[src/rtl/cpu_run_monitor.sv]
// Run controller and instruction-trace buffer for the single-cycle MIPS core.
// Gates the core with halt, records the last TRACE_DEPTH {pc, instr} pairs, then streams them oldest first.
module cpu_run_monitor #(
  parameter int DATA_W      = 32,
  parameter int TRACE_DEPTH = 16,
  parameter int NUM_BP      = 2,
  parameter int CYC_W       = 16
) (
  input  logic                     clk,
  input  logic                     rst,
  input  logic                     start,
  input  logic                     abort,
  input  logic [CYC_W-1:0]         cycle_limit,
  input  logic [NUM_BP*DATA_W-1:0] bp_addr,
  input  logic [NUM_BP-1:0]        bp_en,
  input  logic [DATA_W-1:0]        pc,
  input  logic [DATA_W-1:0]        instr,
  output logic                     halt,
  output logic                     done,
  output logic [1:0]               halt_cause,
  output logic [CYC_W-1:0]         cycle_cnt,
  output logic                     dump_valid,
  input  logic                     dump_ready,
  output logic [DATA_W-1:0]        dump_pc,
  output logic [DATA_W-1:0]        dump_instr,
  output logic                     dump_last
);

  localparam int PTR_W  = (TRACE_DEPTH > 1) ? $clog2(TRACE_DEPTH) : 1;
  localparam int FILL_W = PTR_W + 1;
  localparam logic [FILL_W-1:0] FILL_MAX = FILL_W'(TRACE_DEPTH);

  localparam logic [1:0] S_IDLE = 2'd0;
  localparam logic [1:0] S_RUN  = 2'd1;
  localparam logic [1:0] S_DUMP = 2'd2;
  localparam logic [1:0] S_DONE = 2'd3;

  localparam logic [1:0] CAUSE_NONE  = 2'd0;
  localparam logic [1:0] CAUSE_LIMIT = 2'd1;
  localparam logic [1:0] CAUSE_BP    = 2'd2;
  localparam logic [1:0] CAUSE_ABORT = 2'd3;

  logic [1:0]        state;
  logic              start_q;
  logic [PTR_W-1:0]  wr_ptr;
  logic [PTR_W-1:0]  rd_ptr;
  logic [FILL_W-1:0] fill;
  logic [FILL_W-1:0] remain;

  logic [DATA_W-1:0] trace_pc    [TRACE_DEPTH];
  logic [DATA_W-1:0] trace_instr [TRACE_DEPTH];

  logic              bp_hit;
  logic              limit_hit;
  logic              stop;
  logic [1:0]        stop_cause;
  logic [CYC_W-1:0]  cnt_inc;
  logic [CYC_W-1:0]  cnt_nxt;
  logic [PTR_W-1:0]  wr_ptr_nxt;
  logic [FILL_W-1:0] fill_nxt;
  logic [PTR_W-1:0]  rd_start;

  // NOTE: every signal written in always_comb gets a default first, so no path leaves it unassigned (no latch).
  always_comb begin
    bp_hit = 1'b0;
    for (int k = 0; k < NUM_BP; k++) begin
      if (bp_en[k] && (pc == bp_addr[k*DATA_W +: DATA_W])) bp_hit = 1'b1;
    end
  end

  assign cnt_inc   = cycle_cnt + CYC_W'(1);
  assign cnt_nxt   = (&cycle_cnt) ? cycle_cnt : cnt_inc;
  assign limit_hit = (cycle_limit != '0) && (cnt_inc == cycle_limit);
  assign stop      = abort || bp_hit || limit_hit;

  always_comb begin
    stop_cause = CAUSE_NONE;
    if (abort)          stop_cause = CAUSE_ABORT;
    else if (bp_hit)    stop_cause = CAUSE_BP;
    else if (limit_hit) stop_cause = CAUSE_LIMIT;
  end

  // Pointer and fill values including the capture happening on this edge,
  // so a stop on this cycle dumps its own entry too.
  assign wr_ptr_nxt = wr_ptr + PTR_W'(1);
  assign fill_nxt   = (fill == FILL_MAX) ? fill : fill + FILL_W'(1);
  assign rd_start   = wr_ptr_nxt - fill_nxt[PTR_W-1:0];

  // NOTE: sequential state uses non-blocking assignments so every flop samples pre-edge values.
  always_ff @(posedge clk) begin
    if (rst) begin
      state      <= S_IDLE;
      start_q    <= 1'b0;
      halt_cause <= CAUSE_NONE;
      cycle_cnt  <= '0;
      wr_ptr     <= '0;
      rd_ptr     <= '0;
      fill       <= '0;
      remain     <= '0;
    end else begin
      // start is registered once, which puts the first capture two edges after it is seen.
      start_q <= start && ((state == S_IDLE) || (state == S_DONE));

      case (state)
        S_IDLE, S_DONE: begin
          if (start_q) begin
            state      <= S_RUN;
            halt_cause <= CAUSE_NONE;
            cycle_cnt  <= '0;
            wr_ptr     <= '0;
            fill       <= '0;
          end
        end

        S_RUN: begin
          wr_ptr    <= wr_ptr_nxt;
          fill      <= fill_nxt;
          cycle_cnt <= cnt_nxt;
          if (stop) begin
            state      <= S_DUMP;
            halt_cause <= stop_cause;
            rd_ptr     <= rd_start;
            remain     <= fill_nxt;
          end
        end

        S_DUMP: begin
          if (dump_ready) begin
            rd_ptr <= rd_ptr + PTR_W'(1);
            remain <= remain - FILL_W'(1);
            if (remain == FILL_W'(1)) state <= S_DONE;
          end
        end

        default: state <= S_IDLE;
      endcase
    end
  end

  // NOTE: the trace RAM has no reset; its contents are only read after being written in a run.
  always_ff @(posedge clk) begin
    if (state == S_RUN) begin
      trace_pc[wr_ptr]    <= pc;
      trace_instr[wr_ptr] <= instr;
    end
  end

  assign halt       = (state != S_RUN);
  assign done       = (state == S_DONE);
  assign dump_valid = (state == S_DUMP);
  assign dump_last  = dump_valid && (remain == FILL_W'(1));
  assign dump_pc    = dump_valid ? trace_pc[rd_ptr]    : '0;
  assign dump_instr = dump_valid ? trace_instr[rd_ptr] : '0;

endmodule

[config.mk]
export PLATFORM = sky130hd
export DESIGN_NAME = cpu_run_monitor
export DESIGN_NICKNAME = d
export VERILOG_FILES = /design/src/rtl/cpu_run_monitor.sv
export SDC_FILE = /design/constraint.sdc
export NUM_CORES = 1
export LEC_CHECK = 0
export CELL_PAD_IN_SITES_DETAIL_PLACEMENT = 0
export CELL_PAD_IN_SITES_GLOBAL_PLACEMENT = 2
export CORE_UTILIZATION = 49
export CTS_BUF_LIST = sky130_fd_sc_hd__clkbuf_8
export DETAILED_ROUTE_END_ITERATION = 16
export GPL_TIMING_DRIVEN = 0
export MAX_ROUTING_LAYER = met4
export PLACE_DENSITY_LB_ADDON = 0.3
export RECOVER_POWER = 25
export REMOVE_ABC_BUFFERS = 1
export SYNTH_ARGS = -nofsm -noshare
export SYNTH_HDL_FRONTEND = slang
export SYNTH_SLANG_ARGS = --single-unit
[constraint.sdc]
create_clock -name clk -period 8.1 [get_ports clk]
set_input_delay 2.43 -clock clk [delete_from_list [all_inputs] [get_ports clk]]
set_output_delay 2.43 -clock clk [all_outputs]
set_load 0.02 [all_outputs]
==> results.toml, run 1 <==
[power]
power_leakage_nw = 15.66
power.density_nw_per_um2 = 272.0
vdd_ir_drop_max_v = 0.0001562

[layout]
nFillCells = 6264
post-route-cell-area_um2 = 50260
seq_area_um2 = 31630
layout-drive-gt1-share = 0.2436
multi_input_area_um2 = 10390
area_growth_pct = 18.46
layout.cells.non_filler = 3654
fin_nets = 2542

[clock_network]
hold_buffers = 0
cts_root_buffer = "clkbuf_8"
post_cts.repair.setup_buffers = 0
cts_buffer_depth = 3
cts.reportedPaths.clkPinSlew_ns = 0.06
cts_resized = 0
numCtsBuffers = 169
cts.sinks = 1067
cts_htree_levels = 4
clock_latency_ns = 0.82
tritoncts = "yes"

[setup_path]
start_kind = "input port"
worst-endpoint-required_ns = 8.71
critical_path_class = "in2reg"
arrival_ns = 7.65
cp-end-kind = "flop"
reg2regPathDepth = 7
worst-path-max-fanout = 18

[sta]
slew_violations = 271
finClkSkew_ns = 0.03684
rsz0062_at_grt = "no"
worst_pin_slew_ns = 2.408
hold_viol_final = 0
setup_violations = 0
finalSetupTns_ns = 0
fin_crit_sh = 0.8692
hold_slack_ns = 0.5008
maxSlewHeadroom = -0.6115
fin_crit_ns = 7.041
max_freq_mhz = 142.0

[outcome]
status = "complete, but fails checks"
violations = "capacitance limit, slew limit"

[detailed_routing]
wl_per_cell_um = 27.03
drt-initial-drc-count = 1947
drc_errors = 0
num_vias = 21160
firstDrtPassIters = 5
antenna_left = 0
drt-total-wl_um = 98750
vias_per_cell = 5.791

[logic_synthesis]
synth_cell_types = 63
synth_edf_count = 1024
synth-seq-cells = 1067
syn_area_um2 = 42430
syn_area_per_cell_um2 = 21.50
synth_ff_type = "edfxtp_1"
async_flop_share = 0
yosys_warnings = 0
syn_inst = 1973
yosysSeqAreaShare = 0.7451

[floorplan]
io_pins = 237
fp.dieH_um = 296.3
dieArea_um2 = 87760
die_x_um = 296.3
start_util = 0.4967
core-area_um2 = 85410
rows = 107

[placed_design]
globalplace.congestion = 0.7747
placed_area_um2 = 47570
dp.cells = 3345
hpwlAfterDp_um = 61310
io_buffers = 236

[grt]
grtUsageTotal = 0.2388
grt_max_degree = 57
grt_pass1_vias = 22240
grt_overflow_total = 0
grt_pass1_wl_um = 144600
grt_antenna_before_repair = 3

[hold_path]
holdCritPathClass = "reg2reg"
hold_depth = 2

[flow_run]
cap_violations = 16
==> state kept, by name, indices dropped and copies added (netlist names), named ones only <==
name         cells
trace_instr    512
trace_pc       512
cycle_cnt       16
fill             5
remain           5
rd_ptr           4
wr_ptr           4
halt_cause       2
state            2
start_q          1
==> final cells by class <==
type / count / area share
antenna: 10 / 0.0004979
clock buffer: 172 / 0.04710
clock inverter: 127 / 0.01178
inverter: 17 / 0.001270
multi-input combinational: 791 / 0.2067
sequential: 1067 / 0.6293
tap: 1144 / 0.02848
timing repair buffer: 326 / 0.07494
==> report_power, final <==
| part | switching (W) | leakage [nW] | internal (W) |
|---|---|---|---|
| Clock | 0.00202 | 1.76 | 0.00201 |
| Sequential | 0.000180 | 9.57 | 0.00622 |
| Combinational | 0.00157 | 4.33 | 0.00167 |
==> critical path: stages <==
cell,delay [ns]
clkdlybuf4s50_1,0.81
xnor2_1,0.68
nand4_1,0.44
or4_1,0.69
o41ai_1,0.98
nor2_1,0.22
a31oi_1,0.99
mux2i_1,0.29
o22ai_1,0.11
==> cells by family after synthesis <==
family                   count (synthesis)  synth area share
AO/OA/AOI/OAI                          101           0.01522
XOR/XNOR                                93           0.01920
adder cells (fa/ha/maj)                 19          0.005780
buffers and inverters                  115           0.01056
flip-flops                            1067            0.7451
multiplexers                           325            0.1711
AND/OR/NAND/NOR                        253           0.03309
==> final timing paths <==
| check | start | slack [ns] | to |
|---|---|---|---|
| min | rd_ptr[3] | 0.50 | flop |
| max reg2reg | state[1] | 3.53 | trace_pc[14][20] |
| min reg2reg | rd_ptr[3] | 0.50 | flop |
| max | pc[8] | 1.06 | remain[3] |
==> cells in the final DEF (no fill, tap or decap), types with 6 or more instances in the layout <==
cell type / netlist / final
dlygate4sd3_1: 0 / 19
clkdlybuf4s50_1: 0 / 216
nor2_1: 59 / 58
inv_1: 17 / 88
mux4_2: 320 / 320
clkinv_1: 0 / 34
buf_6: 0 / 30
diode_2: 0 / 10
dfxtp_1: 43 / 39
clkbuf_8: 0 / 172
buf_12: 0 / 25
a21oi_1: 34 / 34
ha_1: 18 / 17
buf_16: 0 / 16
and2_1: 66 / 66
inv_6: 0 / 6
xor2_1: 55 / 55
edfxtp_1: 1024 / 1024
nand4_1: 9 / 9
nor3_1: 17 / 17
nand2b_1: 7 / 7
o21ai_0: 26 / 25
nor4_1: 19 / 19
nand2_1: 30 / 30
clkinv_2: 0 / 6
xnor2_1: 38 / 38
nand3_1: 14 / 14
clkbuf_1: 61 / 14
==> routing by layer <==
layer	GRT usage	wire length, µm	vias to the layer above
met5	-	0	-
met4	0.06286	1355	0
met2	0.3773	49800	727
met3	0.04212	5834	119
met1	0.3237	41760	11240
li1	-	-	9072
==> Yosys cell counts, drive strengths merged (2+ instances only) <==
cell type  instances  area (µm²)
a311oi             2       17.52
edfxtp          1024       30750
xnor2             38       332.8
nor4              20       140.1
inv               17       63.81
o31ai              4       30.03
mux2i              4       40.04
and4               2       18.77
nor3b              4       30.03
buf               36       150.1
o21ai             26       130.1
dfxtp             43       860.8
nand2             30       112.6
and3               6       42.54
o22ai              2       12.51
nand4b             2       17.52
xor2              55       481.7
a21o               5       38.79
nand4             12       102.6
mux4             320        7207
a22oi              5       37.54
a2111oi            3       51.30
nand2b             7       43.79
a211oi             4       30.03
or4                3       22.52
nand3             14       70.07
and2              66       412.9
o211ai             2       15.01
nor2              59       221.5
clkbuf            62       234.0
nor3              18       95.09
ha                18       225.2
nand3b             4       30.03
nor2b              2       12.51
a31oi              4       25.02
a21oi             34       170.2
a2bb2oi            2       17.52
==> metrics by stage <==
stage	util	setup WS [ns]	power (W)
floorplan	-	-6.124	0.009192
global placement	0.5366	-11.58	0.01079
detailed placement	0.5569	-0.06843	0.009827
CTS	0.5916	0.8096	0.01385
global route	0.5882	0.6665	0.01426
finish	0.5884	1.059	0.01367
(Power assumes the default switching activity.)
==> inputs of run 2 (changes only) <==
--- a/config.mk
+++ b/config.mk
@@ -9,6 +9,7 @@
 export CELL_PAD_IN_SITES_GLOBAL_PLACEMENT = 2
 export CORE_UTILIZATION = 49
 export CTS_BUF_LIST = sky130_fd_sc_hd__clkbuf_8
+export CTS_CLUSTER_SIZE = 16
 export DETAILED_ROUTE_END_ITERATION = 16
 export GPL_TIMING_DRIVEN = 0
 export MAX_ROUTING_LAYER = met4
==> results of run 2 <==
Same layout as run 1: the final DEF is identical, and so are final timing and power.
==> inputs of run 3 (changes only) <==
--- a/config.mk
+++ b/config.mk
@@ -13,7 +13,7 @@
 export DETAILED_ROUTE_END_ITERATION = 16
 export GPL_TIMING_DRIVEN = 0
 export MAX_ROUTING_LAYER = met4
-export PLACE_DENSITY_LB_ADDON = 0.3
+export PLACE_DENSITY = 0.91
 export RECOVER_POWER = 25
 export REMOVE_ABC_BUFFERS = 1
 export SYNTH_ARGS = -nofsm -noshare
==> results.toml, run 3 (synthesized netlist as in run 1, its figures left out) <==
[outcome]
status = "complete, but fails checks"
violations = "capacitance limit, slew limit"

[power]
power.density_nw_per_um2 = 274.6
clock_power_share = 0.306
power_leakage_nw = 15.76
vdd_ir_drop_max_v = 0.0001786
p_int_w = 0.01004
swShare = 0.2773
seqPwrFrac = 0.461
switchingPower_w = 0.003852
p_comb_frac = 0.233

[placed_design]
hpwlAfterDp_um = 63870
io_buffers = 236
globalplace.congestion = 0.7841

[hold_path]
holdCritPathClass = "reg2reg"

[setup_path]
crit_top_cell = "buf_16"
start_kind = "flop"
max_stage_delay_ns = 0.72
worst-endpoint-required_ns = 5.67
worst-path-buf-inv = 4
critical_path_class = "reg2out"
worst-path-max-fanout = 39
reg2regPathDepth = 7
path_cells = "buf_16 > buf_16 > buf_16 > mux4_2 > mux4_2 > and2_1 > clkdlybuf4s50_1"
worstSetupPathDepth = 7
cp-end-kind = "primary output"
crit_path_top_delay_cell = "dfxtp_4"
timing.rr.start = "state[1]"
r2r-end = "trace_instr[8][30]"
arrival_ns = 4.33
crit_family = "buffers and inverters"
cp-endpoint = "dump_pc[24]"
reg2reg_slack_ns = 3.68

[sta]
rsz0062_at_grt = "no"
setup_violations = 0
fin_crit_ns = 6.757
finClkSkew_ns = 0.04514
fin_crit_sh = 0.8342
slew_violations = 132
maxSlewHeadroom = -0.4632
max_freq_mhz = 148.0
worst_pin_slew_ns = 2.187
hold_slack_ns = 0.5242
hold_viol_final = 0

[detailed_routing]
firstDrtPassIters = 7
drt-initial-drc-count = 2016
vias_per_cell = 5.899
num_vias = 21580
drc_errors = 0
wl_per_cell_um = 27.16
drt-total-wl_um = 99350
antenna_left = 0

[floorplan]
io_pins = 237
start_util = 0.4967
fp.dieH_um = 296.3
die_x_um = 296.3
core-area_um2 = 85410
rows = 107
dieArea_um2 = 87760

[clock_network]
hold_buffers = 0
tritoncts = "yes"
cts_resized = 0
cts.sinks = 1067
cts.reportedPaths.clkPinSlew_ns = 0.06
cts_root_buffer = "clkbuf_8"
clock_latency_ns = 0.82
cts_htree_levels = 4
cts_buffer_depth = 3
numCtsBuffers = 165
post_cts.repair.setup_buffers = 0

[grt]
grt_max_degree = 63
grtUsageTotal = 0.2396
grt_antenna_before_repair = 9
grt_overflow_total = 0
grt_pass1_wl_um = 146300
grt_pass1_vias = 22720

[layout]
area_growth_pct = 19.20
largest_registers = "trace_instr: 512 flops, trace_pc: 512 flops, cycle_cnt: 16 flops"
utilization = 0.5921
layout-drive-gt1-share = 0.2523
mostFrequentLayoutCells = "edfxtp_1, mux4_2, clkdlybuf4s50_1"
final_common_cell = "edfxtp_1"
fin_nets = 2539

[flow_run]
cap_violations = 9
## run 3: worst min path at each step
stage                          from         to  slack (ns)  cells past startpoint
final                     rd_ptr[3]  rd_ptr[3]        0.52                      2
after global routing      remain[0]  remain[0]        0.55                      2
after CTS                 rd_ptr[3]  rd_ptr[3]        0.53                      2
after detailed placement  rd_ptr[3]       flop        0.51                      2
after global placement    rd_ptr[2]  rd_ptr[2]        0.50                      2
after floorplan           rd_ptr[2]       flop        0.47                      2
## run 3: final cells by class
cell class | count | area, µm²
flip-flops and latches | 1067 | 31630
well taps | 1144 | 1431
clock buffers | 166 | 2285
clock inverters | 137 | 857.1
repair buffers | 327 | 3896
diodes | 9 | 22.52
multi-input cells | 791 | 10390
inverters | 17 | 63.81
fillers | 6027 | 34840
## run 3: power by group through the flow
stage               combinational [W]  sequential (W)  clock [W]
global route                  0.00347         0.00642    0.00456
global placement              0.00375         0.00699          0
finish                        0.00324         0.00640    0.00425
floorplan                     0.00247         0.00672          0
detailed placement            0.00329         0.00652          0
CTS                           0.00331         0.00640    0.00433
## run 3: metal layers
metal / up-vias / routed length (µm) / GRT usage
li1: 9082 / - / -
met1: 11400 / 38790 / 0.3037
met2: 947 / 51650 / 0.3973
met3: 152 / 6987 / 0.04564
met4: 0 / 1923 / 0.06600
met5: - / 0 / -
## run 3: metrics by stage
stage                     worst slack, ns  setup TNS [ns]  total power [W]  instance area, µm²  cells
after global routing                1.107               0          0.01444               50560   3655
after floorplan                    -6.124         -391.91         0.009192               42040   1875
after detailed placement           0.7129               0         0.009810               47700   3346
after CTS                           1.202               0          0.01404               50840   3649
after global placement             -11.14        -1768.79          0.01074               45840   3255
final                               1.343               0          0.01389               50570   3658
## run 3: worst register-to-register path, stage by stage (launching register included)
cell	delay (ns)
dfxtp_1	0.37
inv_1	0.11
ha_1	0.55
nand2_1	0.23
nor2_1	1.14
clkbuf_1	1.12
buf_12	0.30
buf_12	0.24
